**config.mk**
```make
export PLATFORM = sky130hd
export DESIGN_NAME = regfile_sb
export DESIGN_NICKNAME = d
export VERILOG_FILES = /design/src/rtl/regfile_sb.sv
export SDC_FILE = /design/constraint.sdc
export NUM_CORES = 2
export LEC_CHECK = 0
export BUFFER_PORTS_ARGS = -buffer_cell sky130_fd_sc_hd__buf_2
export CAP_MARGIN = 0
export CORE_ASPECT_RATIO = 2
export CORE_MARGIN = 2
export CORE_UTILIZATION = 65
export CTS_CLUSTER_SIZE = 20
export DETAILED_ROUTE_END_ITERATION = 6
export PLACE_DENSITY = 0.94
export SLEW_MARGIN = 20
export SYNTH_ARGS = -nofsm -noshare
export SYNTH_HDL_FRONTEND = slang
export SYNTH_SLANG_ARGS = --single-unit
```
**constraint.sdc**
```tcl
create_clock -name clk -period 6.23 [get_ports clk]
set_clock_uncertainty 0.2 [all_clocks]
set_input_delay 0.623 -clock clk [delete_from_list [all_inputs] [get_ports clk]]
set_output_delay 0.623 -clock clk [all_outputs]
set_load 0.01 [all_outputs]
```
**src/rtl/regfile_sb.sv**
```systemverilog
// Multi-port register file with write-to-read bypass, optional zero register,
// and a pending-write scoreboard that feeds the hazard unit.

module regfile_sb_rdport #(
  parameter int DATA_W   = 32,
  parameter int ADDR_W   = 5,
  parameter int ZERO_REG = 1,
  parameter int BYPASS   = 1
) (
  input  logic                                i_rst_n,
  input  logic                                i_we,
  input  logic [ADDR_W-1:0]                   i_waddr,
  input  logic [DATA_W-1:0]                   i_wdata,
  input  logic [ADDR_W-1:0]                   i_raddr,
  input  logic [2**ADDR_W-1:0][DATA_W-1:0]    i_mem,
  input  logic [2**ADDR_W-1:0]                i_busy,
  output logic [DATA_W-1:0]                   o_rdata,
  output logic                                o_rd_busy
);
  logic w_zero, w_byp;

  assign w_zero = (ZERO_REG != 0) && (i_raddr == '0);
  assign w_byp  = (BYPASS != 0) && i_we && (i_waddr == i_raddr);

  // A bypassed writeback also resolves the hazard in the same cycle.
  always_comb begin
    o_rdata   = i_mem[i_raddr];
    o_rd_busy = i_busy[i_raddr];
    if (w_byp) begin
      o_rdata   = i_wdata;
      o_rd_busy = 1'b0;
    end
    if (w_zero || !i_rst_n) begin
      o_rdata   = '0;
      o_rd_busy = 1'b0;
    end
  end
endmodule

module regfile_sb #(
  parameter int DATA_W   = 32,
  parameter int ADDR_W   = 5,
  parameter int NUM_RD   = 2,
  parameter int ZERO_REG = 1,
  parameter int BYPASS   = 1
) (
  input  logic                     clk,
  input  logic                     rst_n,
  input  logic                     we,
  input  logic [ADDR_W-1:0]        waddr,
  input  logic [DATA_W-1:0]        wdata,
  input  logic [NUM_RD*ADDR_W-1:0] raddr,
  output logic [NUM_RD*DATA_W-1:0] rdata,
  output logic [NUM_RD-1:0]        rd_busy,
  input  logic                     issue_valid,
  input  logic [ADDR_W-1:0]        issue_rd,
  output logic [ADDR_W:0]          busy_cnt,
  input  logic [ADDR_W-1:0]        dbg_addr,
  output logic [DATA_W-1:0]        dbg_data
);
  localparam int DEPTH = 2**ADDR_W;

  logic [DEPTH-1:0][DATA_W-1:0] r_mem;
  logic [DEPTH-1:0]             r_busy;
  logic [ADDR_W:0]              r_busy_cnt;

  logic w_wr_ok, w_set_ok, w_set_eff, w_clr_eff;

  assign w_wr_ok  = we && !((ZERO_REG != 0) && (waddr == '0));
  assign w_set_ok = issue_valid && !((ZERO_REG != 0) && (issue_rd == '0));
  // Count real bit flips only: re-setting a busy bit or clearing an idle one is a no-op,
  // and a clear on the index being re-issued loses to the set.
  assign w_set_eff = w_set_ok && !r_busy[issue_rd];
  assign w_clr_eff = we && r_busy[waddr] && !(w_set_ok && (issue_rd == waddr));

  always_ff @(posedge clk or negedge rst_n) begin
    if (!rst_n) begin
      r_mem      <= '0;
      r_busy     <= '0;
      r_busy_cnt <= '0;
    end else begin
      if (w_wr_ok) r_mem[waddr] <= wdata;
      if (we) r_busy[waddr] <= 1'b0;
      if (w_set_ok) r_busy[issue_rd] <= 1'b1;
      r_busy_cnt <= r_busy_cnt + {{ADDR_W{1'b0}}, w_set_eff} - {{ADDR_W{1'b0}}, w_clr_eff};
    end
  end

  assign busy_cnt = r_busy_cnt;
  assign dbg_data = r_mem[dbg_addr];

  for (genvar g = 0; g < NUM_RD; g++) begin : g_rd
    regfile_sb_rdport #(
      .DATA_W(DATA_W), .ADDR_W(ADDR_W), .ZERO_REG(ZERO_REG), .BYPASS(BYPASS)
    ) u_rd (
      .i_rst_n  (rst_n),
      .i_we     (we),
      .i_waddr  (waddr),
      .i_wdata  (wdata),
      .i_raddr  (raddr[g*ADDR_W +: ADDR_W]),
      .i_mem    (r_mem),
      .i_busy   (r_busy),
      .o_rdata  (rdata[g*DATA_W +: DATA_W]),
      .o_rd_busy(rd_busy[g])
    );
  end
endmodule

```
==> out/metrics.yaml <==
synth:
  seq_area_frac_synth_pct: 40.5
  async_flop_share_pct: 100
  syn_inst: 4456
  ys_types: 51
  yosys_warnings: 0
  yosys-top-cells-area: "dfrtp_1 (40%), mux4_2 (25%), mux2_2 (18%)"
  avgSynthCellArea_um2: 14.7
  ys_ff_latch: 1062
  syn_area_um2: 65600
  synth_top_area_share_pct: 40.5
  synth_nets: 4524
  synth-edff-count: 0
  synth_top_cell_by_area: "dfrtp_1"
  synth_flop_cell: "dfrtp_1"
global_route:
  gr-usage-all-layers_pct: 45.6
  overflow: 0
  grt_pass1_vias: 51900
  grt_start_max_net_pins: 169
  antenna_found_initial: 14
  grt_pass1_wl_um: 345000
critical_path:
  crit_chain: "dlygate4sd3_1, buf_8, o21ai_1, a311oi_4, buf_4, o211a_1, a221o_1, buf_2"
  ff2ff_setup_slack_ns: 2.80
  rr_endpoint: "busy_cnt[4]"
  cp_max_fo: 68
  slowest_delay_ns: 0.80
  regToRegStartpoint: "r_busy[29]"
  worst_ep_arrival_time_ns: 4.09
  rr_worst_depth: 13
  cp_slowest_cell: "buf_4"
  cp-start-kind: "input port"
  crit_path_end_kind: "output port"
  critical_path_class: "in2out"
  worstPathRequired_ns: 5.41
clock_network:
  htreeDepth: 3
  cts_resized: 0
  root_buffer: "clkbuf_16"
  clkTransAtPathRegs_ns: 0.07
  clock_latency_ns: 0.73
  cts.sinks: 1062
  clock_path_buffers: 3
  cts_tree: "built"
  cts_made_buffers: 91
sta:
  finalHoldViolCount: 0
  rsz0062_at_grt: "false"
  worstMarginPinSlew_ns: 1.33
  min_period_ns: 4.91
  finalSetupTns_ns: 0
  slew_headroom_pct: 11.4
  finalSetupViolations: 0
  clock.fmax_mhz: 204
  fin_crit_sh_pct: 78.8
  drv_slew: 0
power_and_ir_drop:
  p_leak_uw: 0.0302
  pwr_density_cell_nw_per_um2: 314
  ir_drop_mv: 0.236
finish:
  area_growth_pct: 7.71
  final_common_cell: "dfrtp_1"
  post-route-util_pct: 70.7
  fin_nets: 4348
  layout_common_cells: "dfrtp_1 (1,062), mux2_2 (1,056), mux4_2 (736)"
  drive_gt1_share_pct: 52.2
min_path:
  worstHoldEndpoint: "r_busy[24]"
  hp-start: "issue_rd[4]"
  hp-class: "in2reg"
  holdPathStages: 3
floorplanning:
  die_area_um2: 104000
  core-area_um2: 99900
  start_util_pct: 65.7
  io-pin-count: 165
  rows: 164
  chipHeight_um: 453
  die_width_um: 229
outcome:
  run_status: "complete, no violations"
routing:
  viasPerCell: 8.72
  dr.pass1.iters: 7
  final_antenna_net_count: 0
  wl_per_cell_um: 41.5
  drt-total-wl_um: 237000
  vias: 49600
  drt-initial-drc-count: 8950
  drc: 0
job:
  maxCapViolCount: 0
placed_design:
  dp.final_hpwl_um: 120000
  gp_congestion: 0.882
  io_buffers: 164
-- power by group --
part / total [µW] / switching [µW] / leakage [µW] / internal [µW]
sequential: 9780 / 1550 / 0.0136 / 8220
combinational: 5910 / 2590 / 0.0150 / 3320
clock: 6490 / 2880 / 0.00162 / 3610
-- metal layers --
metal  global-route usage (%)  vias up  share of wire [%]
li1                         -    17500                  -
met1                     51.6    24400                 29
met2                     65.2     5580                 43
met3                     22.3     2164                 17
met4                     37.6       16                 11
met5                        0        -              0.043
-- registers in the layout, summed over array words and instances, names as in the netlist --
signal / cells
r_busy: 32
busy_cnt: 6
r_mem: 1024
-- worst max-delay path, delay by kind of cell --
kind	cells	cell delay, ns
AO/OA/AOI/OAI	4	1.31
buffers and inverters	4	1.98
-- logic make-up (layout without fill, tap and decap cells) --
kind of cell               after synthesis  after routing  share of synthesized area, %
other                                    0             10                             0
and+or+nand+nor                        208            208                          1.49
AOI/OAI and AO/OA                      512            512                          5.93
adders and majority gates                7              7                         0.145
buffers and inverters                  558            458                          3.77
muxes                                 2089           2089                          47.9
xor gates and xnor gates                20             20                         0.267
DFF                                   1062           1062                          40.5
-- Yosys cell counts (4+ instances only) --
cell type / instances
o211a_1: 31
o22ai_1: 38
a221o_1: 30
clkbuf_1: 321
nor3_1: 5
a22o_1: 69
a22oi_1: 70
xor2_1: 10
nor3b_1: 6
a211oi_1: 61
nand3_1: 38
buf_2: 118
nand3b_1: 9
or3b_2: 4
buf_1: 52
dfrtp_1: 1062
ha_1: 6
nor2_1: 31
nand2_1: 93
inv_1: 17
nor2b_1: 6
a21oi_1: 71
a32o_1: 5
o21ai_0: 26
o221ai_1: 33
mux4_2: 736
xnor2_1: 10
buf_4: 37
o211ai_1: 31
mux2i_1: 297
a221oi_1: 35
mux2_2: 1056
buf_6: 12
-- metrics by stage --
stage	area, µm²	power [µW]	worst slack (ns)	std cells	hold WS (ns)
final	70700	22200	1.32	5694	0.206
after global routing	70700	22700	1.32	5686	0.214
after CTS	70500	21800	1.58	5679	0.168
after detailed placement	67200	15200	1.90	5509	0.203
after global placement	67200	14800	1.87	5507	0.194
after floorplan	65600	13500	2.38	4456	0.127
-- worst max-delay path by stage --
| stage | from | end | slack, ns |
|---|---|---|---|
| global route | rst_n | rdata[36] | 1.32 |
| global placement | raddr[1] | rdata[5] | 1.87 |
| detailed placement | raddr[1] | rdata[5] | 1.90 |
| CTS | rst_n | rdata[36] | 1.58 |
| finish | rst_n | rdata[46] | 1.32 |
| floorplan | issue_rd[0] | busy_cnt[4] | 2.38 |
-- repair_timing --
action | CTS | global route
endpoints found under the hold margin | 61 | 0
setup endpoints to repair | 0 | 0
buffers inserted | 0 | 0
hold buffers | 1 | 0
-- layout make-up --
type / count / area [µm²]
Sequential cell: 1062 / 26600
Clock inverter: 50 / 693
Clock buffer: 119 / 2620
Timing Repair Buffer: 271 / 2180
Tap cell: 1328 / 1660
Antenna cell: 10 / 25.0
Fill cell: 5541 / 29200
Inverter: 18 / 67.6
Multi-Input combinational cell: 2836 / 36900
Power figures use the tool's default switching activity.
